==> src/rtl/mult_arbiter.sv <==
// Two-requester front end for one shared signed 8x8 multiplier.
// Define MULT_ARB_RR_EN for round-robin arbitration; otherwise req0 has fixed priority.
//
// state | meaning
// IDLE  | waiting for a request; winner and operands captured on exit
// START | m_start pulsed to the multiplier
// BUSY  | waiting for m_done; product captured into result
// RESP  | one-cycle ack to the granted requester
module mult_arbiter (
   input  logic        clock,
   input  logic        reset,
   input  logic        req0,
   input  logic [7:0]  a0,
   input  logic [7:0]  b0,
   input  logic        req1,
   input  logic [7:0]  a1,
   input  logic [7:0]  b1,
   output logic        ack0,
   output logic        ack1,
   output logic [15:0] result,
   output logic        busy,
   output logic        m_start,
   output logic [7:0]  m_a,
   output logic [7:0]  m_b,
   input  logic [15:0] m_result,
   input  logic        m_done
);

   typedef enum logic [1:0] {IDLE, START, BUSY, RESP} state_t;

   state_t state;
   state_t state_nxt;
   logic   grant;
   logic   any_req;
   logic   pick1;

   assign any_req = req0 | req1;

`ifdef MULT_ARB_RR_EN
   // last_served = 1 after reset so requester 0 wins the first tie
   logic last_served;

   always_comb begin
      pick1 = req1 & (~req0 | ~last_served);
   end

   always_ff @(posedge clock or posedge reset) begin
      if (reset) begin
         last_served <= 1'b1;
      end else if (state == RESP) begin
         last_served <= grant;
      end
   end
`else
   always_comb begin
      pick1 = req1 & ~req0;
   end
`endif

   always_ff @(posedge clock or posedge reset) begin
      if (reset) begin
         state <= IDLE;
      end else begin
         state <= state_nxt;
      end
   end

   always_comb begin
      state_nxt = state;
      case (state)
         IDLE:    if (any_req) state_nxt = START;
         START:   state_nxt = BUSY;
         BUSY:    if (m_done) state_nxt = RESP;
         RESP:    state_nxt = IDLE;
         default: state_nxt = IDLE;
      endcase
   end

   // Operands and grant only load on leaving IDLE, so they hold through RESP
   always_ff @(posedge clock or posedge reset) begin
      if (reset) begin
         grant  <= 1'b0;
         m_a    <= 8'h00;
         m_b    <= 8'h00;
         result <= 16'h0000;
      end else begin
         if (state == IDLE && any_req) begin
            grant <= pick1;
            m_a   <= pick1 ? a1 : a0;
            m_b   <= pick1 ? b1 : b0;
         end
         if (state == BUSY && m_done) begin
            result <= m_result;
         end
      end
   end

   assign m_start = (state == START);
   assign busy    = (state != IDLE);
   assign ack0    = (state == RESP) & ~grant;
   assign ack1    = (state == RESP) & grant;

endmodule
==> config.mk <==
export PLATFORM = sky130hd
export DESIGN_NAME = mult_arbiter
export DESIGN_NICKNAME = d
export VERILOG_FILES = /design/src/rtl/mult_arbiter.sv
export SDC_FILE = /design/constraint.sdc
export NUM_CORES = 1
export LEC_CHECK = 0
export CAP_MARGIN = 40
export CORE_UTILIZATION = 40
export DETAILED_ROUTE_END_ITERATION = 10
export GPL_ROUTABILITY_DRIVEN = 0
export MAX_ROUTING_LAYER = met4
export PLACE_DENSITY = 0.84
export SLEW_MARGIN = 20
export SYNTH_ARGS = -nofsm -noshare
export SYNTH_HDL_FRONTEND = slang
export SYNTH_SLANG_ARGS = --single-unit
==> constraint.sdc <==
create_clock -name clock -period 1.8 [get_ports clock]
set_input_delay 0.27 -clock clock [delete_from_list [all_inputs] [get_ports clock]]
set_output_delay 0.27 -clock clock [all_outputs]
set_load 0.005 [all_outputs]
==> results.ini, run 1 <==
[yosys]
synth_top_family_by_area=simple AND/OR/NAND/NOR gates
synth_fp_nets=205
seq_area_frac_synth_pct=50.0
synth-xor-area-share_pct=0
yosysTopAreaCell=dfrtp_1
synthSimpleGateAreaFrac_pct=24.9
synth_adder_area_share_pct=3.57
synth_top_area_share_pct=50.0
avgSynthCellArea_um2=11.9
synthCells=147
synth_area_leaders=dfrtp_1, nand3_2, mux2_2
synth_mux_area_share_pct=10.9
ys_warn_count=0
syn_area_mm2=0.00175
synth_compound_area_share_pct=3.79
ys_seq_elements=35
yosys.cell_types.count=25

[cts]
htreeDepth=2
cts_sinks=35
ctsHoldBuffers=0
clock_latency_ps=290
root_buffer=clkbuf_8
numCtsBuffers=5
cts_tree=yes
ctsLongestPathBuffers=2
clk_pin_slew_ps=70

[timing]
timing.hold.ws_ps=263
rsz0062_at_grt=no
final_hold_viol_count=0
clock-skew-final_ps=5.89
timing.fmax_mhz=573
tightest_slew_ps=396
slew_viol_final=0
setup_viol=0
slew_headroom_pct=73.6
fin_crit_sh_pct=96.9
period_minus_slack_ps=1740
fin_setup_tns_ps=0

[drt]
ant_nets=0
drt_first_pass_iters=4
remaining_drc_errors=0
wl_um=4160
drtIter0Drc=111
avgViaCountPerCell=4.91
dr_total_vias=1469
wl_per_cell_um=13.9

[placement]
place_hpwl_um=3010
port_buffers=88

[worst_setup_path]
path_max_fanout=3
worstPathArrival_ps=1470
startpoint_type=flop
path_class=flop to output port
cp.required_ps=1530
end_kind=output port

[finish]
drive_above_1_share_pct=26.9
diodes=0
multi_input_area_um2=771
n_fill_cell=312
area_growth_pct=61.8
ff_latch_area_um2=876
nets=306

[global_routing]
grt_max_degree=18
antenna_found_initial=0
grt_pass1_wl_um=6400
first_global_vias=1431
grt_usage_pct=19.6
gr-total-overflow=0

[floorplan]
dieWidth_um=68.2
dieArea_mm2=0.00464
ioPinCount=89
die_h_um=68.2
core_region_area_mm2=0.00409
initial_core_util_pct=42.8
row_count=23

[job]
maxCapViolations=0

[power]
total_power_uw=4280
p_leak_uw=0.00124
power_density_mw_per_mm2=1510
peakVddDrop_v=0.000718

[worst_hold_path]
hp-class=input port to async pin

[run_status]
status=completed

-- metal layers --
metal,GRT usage [%],vias up,part of all wire [%]
met2,31.0,53,47
met3,4.50,7,6.7
met4,9.38,0,1.8
met1,23.4,699,44
li1,-,710,-
met5,-,-,0
-- synthesized netlist by cell type --
master,count
buf_2,2
dfrtp_1,35
nand3_2,20
a22oi_1,5
o21ai_0,1
buf_6,1
a21oi_2,1
nand3_1,23
buf_12,1
nor2_1,1
buf_4,1
nor3_1,1
nand2_2,1
and2_0,1
nor2_4,1
inv_1,4
and2_1,1
o32a_1,1
a21oi_1,1
nand2_1,16
nor2b_1,2
mux2_2,17
ha_1,5
nor2b_2,1
clkbuf_8,4
-- critical path, cell delays in order, from the launching register on --
cell             delay (ps)
dfrtp_1                 400
buf_4                   150
ha_1                    190
clkdlybuf4s50_1         450
-- per-stage QoR --
step | setup slack, ps | instance area (µm²) | std cells | util, %
3_5_place_dp | 144 | 2670 | 286 | 65.2
4_1_cts | 35.8 | 2800 | 295 | 68.6
2_1_floorplan | 374 | 1750 | 147 | -
6_report | 55.6 | 2830 | 299 | 69.3
3_3_place_gp | 187 | 2670 | 286 | 65.2
5_1_grt | 14.9 | 2830 | 299 | 69.3
-- power breakdown --
| part | switching, µW | leakage [µW] | internal, µW |
|---|---|---|---|
| Combinational | 800 | 0.000757 | 1330 |
| Sequential | 226 | 0.000419 | 1190 |
| Clock | 283 | 0.0000612 | 448 |
| Total | 1310 | 0.00124 | 2970 |
-- final cells by class --
cell class,count,share of cell area [%]
clock inverters,2,1.24
inverters,4,0.530
repair buffers,103,35.0
multi-input cells,99,27.2
clock buffers,6,2.92
well taps,50,2.21
flip-flops and latches,35,30.9
-- repair_timing --
action / CTS / global route
setup buffers: 1 / 4
pin swaps: 1 / 0
setup endpoints to repair: 2 / 1
endpoints found under the hold margin: 0 / 0
gates resized for setup: 7 / 0
-- registers in the layout, indices dropped and copies added, names as in the netlist --
name / flops
grant: 1
m_a: 8
m_b: 8
result: 16
state: 2
-- placed cells by master (no fill, tap or decap), drive strengths merged --
cell type and instances:
clkinv 1, o32a 1, dlygate4sd2 3, a22oi 5, nand2 17, o21ai 1, a21oi 2, clkbuf 6
bufinv 1, clkdlybuf4s50 85, inv 4, buf 15, nand3 43, dfrtp 35, nor2b 3, mux2 17
and2 2, nor3 1, ha 5, nor2 2
-- kinds of logic (layout without fill, tap and decap cells) --
logic type	after synthesis	after routing
AO/OA/AOI/OAI	9	9
adder cells (fa/ha/maj)	5	5
buffers and inverters	13	115
flip-flops	35	35
multiplexers	17	17
AND/OR/NAND/NOR	68	68
-- worst paths after layout --
| kind | from | end | slack, ps | cells after the start |
|---|---|---|---|---|
| worst max register to register | state[1] | m_a[5] | 180 | 7 |
| min in group clock | m_b[2] | m_b[2] | 490 | 2 |
| worst min-delay path | reset | result[7] | 260 | 2 |
| worst min register to register | m_b[2] | m_b[2] | 490 | 2 |
| max in group asynchronous | reset | m_a[3] | 1060 | 3 |
| worst max-delay path | state[0] | m_start | 60 | 3 |
No activity file was read; power rests on OpenSTA's default activity.
==> inputs of run 2 (changes only) <==
CORE_MARGIN = 2   (was unset)
==> results.ini, run 2 (synthesis results as in run 1) <==
[run_status]
status=completed

[global_routing]
grt_util_met3_pct=5.34  ; +0.84 points
antenna_found_initial=0  ; unchanged
grtUsageMet2_pct=28.6  ; -2.4 points
grt_max_degree=36  ; +18
grt_pass1_wl_um=6960  ; +8.7%
gr-total-overflow=0  ; unchanged
first_global_vias=1436  ; +0.35%
busiest_layer=met2
grt_use_met1_pct=23.5  ; +0.13 points
grt_usage_pct=18.7  ; -0.85 points

[finish]
top_regs=result x16, m_a x8, m_b x8
drive_above_1_share_pct=25.9  ; -1.0 points
layout_commonest_cell=clkdlybuf4s50_1
layout_common_cells=clkdlybuf4s50_1, dfrtp_1, nand3_1
n_fill_cell=340  ; +9.0%
largest-register=result
layoutNonFillerInstCount=299  ; unchanged
largest_reg_flops=16  ; unchanged
postLayoutCoreUtil_pct=65.6  ; -3.7 points
final_area_mm2=0.00282  ; -0.53%
nets=304  ; -0.65%
diodes=0  ; unchanged
area_growth_pct=60.9

[worst_hold_path]
hp-class=input port to async pin

[worst_setup_path]
path_max_fanout=3  ; unchanged
path_class=flop to output port
path_cells=ha_1 > and2_1 > clkdlybuf4s50_1
startpoint_type=flop
end_kind=output port
slowest_stage=clkdlybuf4s50_1
slowest_delay_ps=450  ; about the same
cp.required_ps=1530  ; about the same
worstPathArrival_ps=1470  ; about the same

[drt]
avgViaCountPerCell=4.96  ; +0.95%
wl_um=4270  ; +2.5%
ant_nets=0  ; unchanged
drt_first_pass_iters=5  ; +1
dr_total_vias=1483  ; +0.95%
wl_per_cell_um=14.3  ; +2.5%
drtIter0Drc=53  ; -52%
remaining_drc_errors=0  ; unchanged

[timing]
slew_headroom_pct=70.4  ; -3.2 points
tightest_slew_ps=444  ; +47.7 ps
final_hold_viol_count=0  ; unchanged
timing.fmax_mhz=574  ; +0.18%
clock-skew-final_ps=3.15  ; -2.74 ps
fin_setup_tns_ps=0  ; unchanged
slew_viol_final=0  ; unchanged
period_minus_slack_ps=1740  ; -3.10 ps
setup_viol=0  ; unchanged
rsz0062_at_grt=no
fin_crit_sh_pct=96.7  ; -0.17 points

[power]
p_leak_uw=0.00124  ; +0.39%
power_density_mw_per_mm2=1510  ; about the same
total_power_uw=4260  ; -0.46%
peakVddDrop_v=0.000751  ; +4.6%

[cts]
htreeDepth=2  ; unchanged
ctsLongestPathBuffers=2  ; unchanged
cts_tree=yes
clock_latency_ps=280  ; about the same
root_buffer=clkbuf_8
cts_sinks=35  ; unchanged
clk_pin_slew_ps=70  ; about the same
numCtsBuffers=5  ; unchanged
ctsHoldBuffers=0  ; unchanged

[floorplan]
core_region_area_mm2=0.00429  ; +5.1%
initial_core_util_pct=40.8  ; -2.1 points
dieArea_mm2=0.00492  ; +6.0%
row_count=24  ; +4.3%
dieWidth_um=70.2  ; +2.9%
ioPinCount=89  ; unchanged
die_h_um=70.2  ; +2.9%

[placement]
port_buffers=88  ; unchanged
dpl_cell_area_mm2=0.00266  ; -0.19%
place_hpwl_um=3190  ; +6.1%
dp.cells=287  ; +0.35%

[job]
maxCapViolations=0  ; unchanged

run 2: cell count changes in the layout (fill, tap and decap cells not counted):
cell             previous run  this run
dlymetal6s2s_1              0         1
nand2_4                     0         1
ha_4                        1         0
nand2_2                     1         0
buf_4                      15        13
dlygate4sd2_1               3         1
clkdlybuf4s50_1            85        86
ha_1                        3         4
run 2: per-layer routing:
layer  wire length (µm)  up-vias
met5                  0        -
met4                 59        0
met3                321        5
met2               2060       67
met1               1820      704
li1                   -      707
run 2: critical path: cells and delay by family, from the launching register on:
| family | cells | cell delay (ps) |
|---|---|---|
| buf+inv | 1 | 450 |
| flops | 1 | 410 |
| simple gates | 1 | 130 |
| fa+ha+maj | 1 | 190 |
run 2: layout make-up:
class                   count  area, µm²  share of cell area, %
clock buffers               6       82.6                   2.93
clock inverters             2       35.0                   1.24
multi-input cells          99        763                   27.1
well taps                  52       65.1                   2.31
repair buffers            101        980                   34.8
inverters                   4       15.0                  0.533
flip-flops and latches     35        876                   31.1
run 2: timing repair:
| action | 4_1_cts | 5_1_grt |
|---|---|---|
| setup endpoints to repair | 2 | 2 |
| setup buffers | 4 | 0 |
| hold endpoints to repair | 0 | 0 |
| gates cloned | 0 | 0 |
| resized for setup | 2 | 3 |
run 2: final timing paths:
path	start	endpoint	slack, ps	cells after the start
max	state[1]	ack1	60	3
min	reset	result[1]	380	3
max reg2reg	state[1]	state[1]	100	6
min reg2reg	m_b[2]	m_b[2]	490	2
max in group asynchronous	reset	m_b[0]	1100	3
min in group clock	m_b[2]	m_b[2]	490	2
run 2: power by group:
| part | switching (µW) | internal (µW) | total [µW] |
|---|---|---|---|
| registers | 228 | 1190 | 1420 |
| clock network | 276 | 448 | 724 |
| logic | 802 | 1320 | 2120 |
run 2: per-stage QoR:
step / hold WS, ps / worst slack, ps
final: 385 / 58.7
after detailed placement: 486 / 189
after CTS: 400 / 34.1
after global routing: 425 / 6.67
after floorplan: 408 / 374
after global placement: 477 / 216
==> inputs of run 3 (changes only) <==
GPL_ROUTABILITY_DRIVEN = unset   (was 0)
PLACE_DENSITY = 0.8   (was 0.84)
==> results.ini, run 3 (synthesis results as in run 1) <==
[finish]
largest_reg_flops=16  ; unchanged
nets=301  ; -0.99%
top_regs=result x16, m_a x8, m_b x8
diodes=0  ; unchanged
area_growth_pct=57.8
largest-register=result
layoutNonFillerInstCount=296  ; -1.0%
layout_commonest_cell=clkdlybuf4s50_1
layout_common_cells=clkdlybuf4s50_1, dfrtp_1, nand3_1
drive_above_1_share_pct=25.4  ; -0.50 points

[placement]
port_buffers=88  ; unchanged
place_congestion=0.781
place_hpwl_um=3020  ; -5.3%
dp.cells=285  ; -0.70%

[run_status]
status=completed

[power]
total_power_uw=4050  ; -4.8%
power_frac_seq_pct=34.5  ; +1.2 points
power_frac_clock_pct=13.8  ; -3.2 points
p_leak_uw=0.00122  ; -2.1%
power.switching_uw=1300  ; -0.36%
swShare_pct=32.1  ; +1.4 points
pwr-share-comb_pct=51.7  ; +2.0 points
power_density_mw_per_mm2=1470  ; -2.9%
p_int_uw=2750  ; -6.8%
peakVddDrop_v=0.000691  ; -8.0%

[global_routing]
first_global_vias=1508  ; +5.0%
grt_max_degree=36  ; unchanged
antenna_found_initial=0  ; unchanged
grt_usage_pct=18.1  ; -0.58 points
gr-total-overflow=0  ; unchanged
grt_pass1_wl_um=6780  ; -2.5%

[worst_setup_path]
slowest_stage=clkdlybuf4s50_1
regToRegEndpoint=result[8]
path_cells=buf_4 > ha_1 > clkdlybuf4s50_1
path_max_fanout=3  ; unchanged
cp.required_ps=1530  ; about the same
startpoint_type=flop
reg2reg_depth=4  ; -2
worstPathArrival_ps=1450  ; -20 ps
slowest_delay_ps=450  ; about the same
cp-endpoint=m_start
end_kind=output port
reg2reg_slack_ps=230  ; +130 ps
path_class=flop to output port
startpoint=state[0]
r2r-start=state[1]

[drt]
drt_first_pass_iters=4  ; -1
dr_total_vias=1465  ; -1.2%
avgViaCountPerCell=4.95  ; -0.21%
wl_um=4040  ; -5.4%
ant_nets=0  ; unchanged
drtIter0Drc=61  ; +15%
remaining_drc_errors=0  ; unchanged
wl_per_cell_um=13.6  ; -4.4%

[timing]
slew_headroom_pct=71.0  ; +0.58 points
setup_viol=0  ; unchanged
tightest_slew_ps=435  ; -8.73 ps
fin_setup_tns_ps=0  ; unchanged
rsz0062_at_grt=no
final_hold_viol_count=0  ; unchanged
clock-skew-final_ps=7.99  ; +4.84 ps
fin_crit_sh_pct=95.6  ; -1.1 points
slew_viol_final=0  ; unchanged
period_minus_slack_ps=1720  ; -19.9 ps
timing.hold.ws_ps=379  ; -6.19 ps
timing.fmax_mhz=581  ; +1.2%

[cts]
htreeDepth=2  ; unchanged
cts_sinks=35  ; unchanged
numCtsBuffers=5  ; unchanged
root_buffer=clkbuf_8
ctsHoldBuffers=0  ; unchanged
clock_latency_ps=290  ; about the same
ctsLongestPathBuffers=2  ; unchanged
cts_tree=yes
clk_pin_slew_ps=80  ; about the same

[floorplan]
core_region_area_mm2=0.00429  ; unchanged
dieArea_mm2=0.00492  ; unchanged
ioPinCount=89  ; unchanged
initial_core_util_pct=40.8  ; unchanged
dieWidth_um=70.2  ; unchanged
die_h_um=70.2  ; unchanged
row_count=24  ; unchanged

[worst_hold_path]
hp-class=input port to async pin

[job]
maxCapViolations=0  ; unchanged

==> run 3: cell types whose count changed in the layout (fill, tap and decap cells not counted) <==
cell | previous run | this run
buf_4 | 13 | 10
clkinvlp_4 | 0 | 2
bufinv_16 | 1 | 0
clkbuf_8 | 6 | 5
clkdlybuf4s50_1 | 86 | 85
dlymetal6s2s_1 | 1 | 2
inv_1 | 3 | 2
inv_2 | 1 | 2
nand2_2 | 0 | 1
nand2_4 | 1 | 0
==> run 3: per-stage QoR <==
step	setup slack, ps	instance area (µm²)	utilization (%)
finish	78.5	2760	64.3
global route	23.2	2760	64.3
CTS	25.6	2760	64.2
detailed placement	173	2650	61.6
global placement	214	2650	61.6
floorplan	374	1750	-
==> run 3: cell type report <==
cell class	count	area [µm²]
clock inverter	3	20.0
tap	52	65.1
timing repair buffer	98	960
fill	391	1530
multi-input combinational	99	758
clock buffer	5	68.8
sequential	35	876
inverter	4	15.0
==> run 3: critical path: cells and delay by family (launching register included) <==
| kind | cells | cell delay [ps] |
|---|---|---|
| flip-flops | 1 | 400 |
| buffers and inverters | 2 | 590 |
| adder cells (fa/ha/maj) | 1 | 180 |
==> run 3: timing repair <==
| action | in CTS | in global routing |
|---|---|---|
| resized for setup | 3 | 3 |
| buffers inserted | 3 | 0 |
| endpoints found under the setup margin | 3 | 3 |
| cloned | 0 | 0 |
| pin swaps | 0 | 0 |
==> run 3: worst min path at each step <==
| stage | startpoint | endpoint | slack [ps] | depth (start not counted) |
|---|---|---|---|---|
| floorplan | a0[4] | m_a[4] | 410 | 2 |
| global placement | m_b[2] | m_b[2] | 480 | 2 |
| detailed placement | m_a[3] | m_a[3] | 480 | 2 |
| CTS | reset | m_b[4] | 390 | 3 |
| global route | reset | result[5] | 430 | 3 |
| finish | reset | result[14] | 380 | 3 |
==> run 3: power groups by stage <==
stage / registers (µW) / logic (µW) / clock network, µW
detailed placement: 1420 / 2070 / 0
global placement: 1410 / 2030 / 0
global route: 1460 / 2290 / 611
floorplan: 1440 / 978 / 0
CTS: 1400 / 2130 / 585
finish: 1400 / 2090 / 560
==> run 3: layer usage <==
metal	part of all wire (%)	GRT usage [%]	routed length, µm	vias up
met5	0	-	0	-
met4	1.6	8.12	64	0
met3	6.3	4.91	254	5
met2	48	28.7	1950	61
met1	44	21.8	1770	696
li1	-	-	-	703
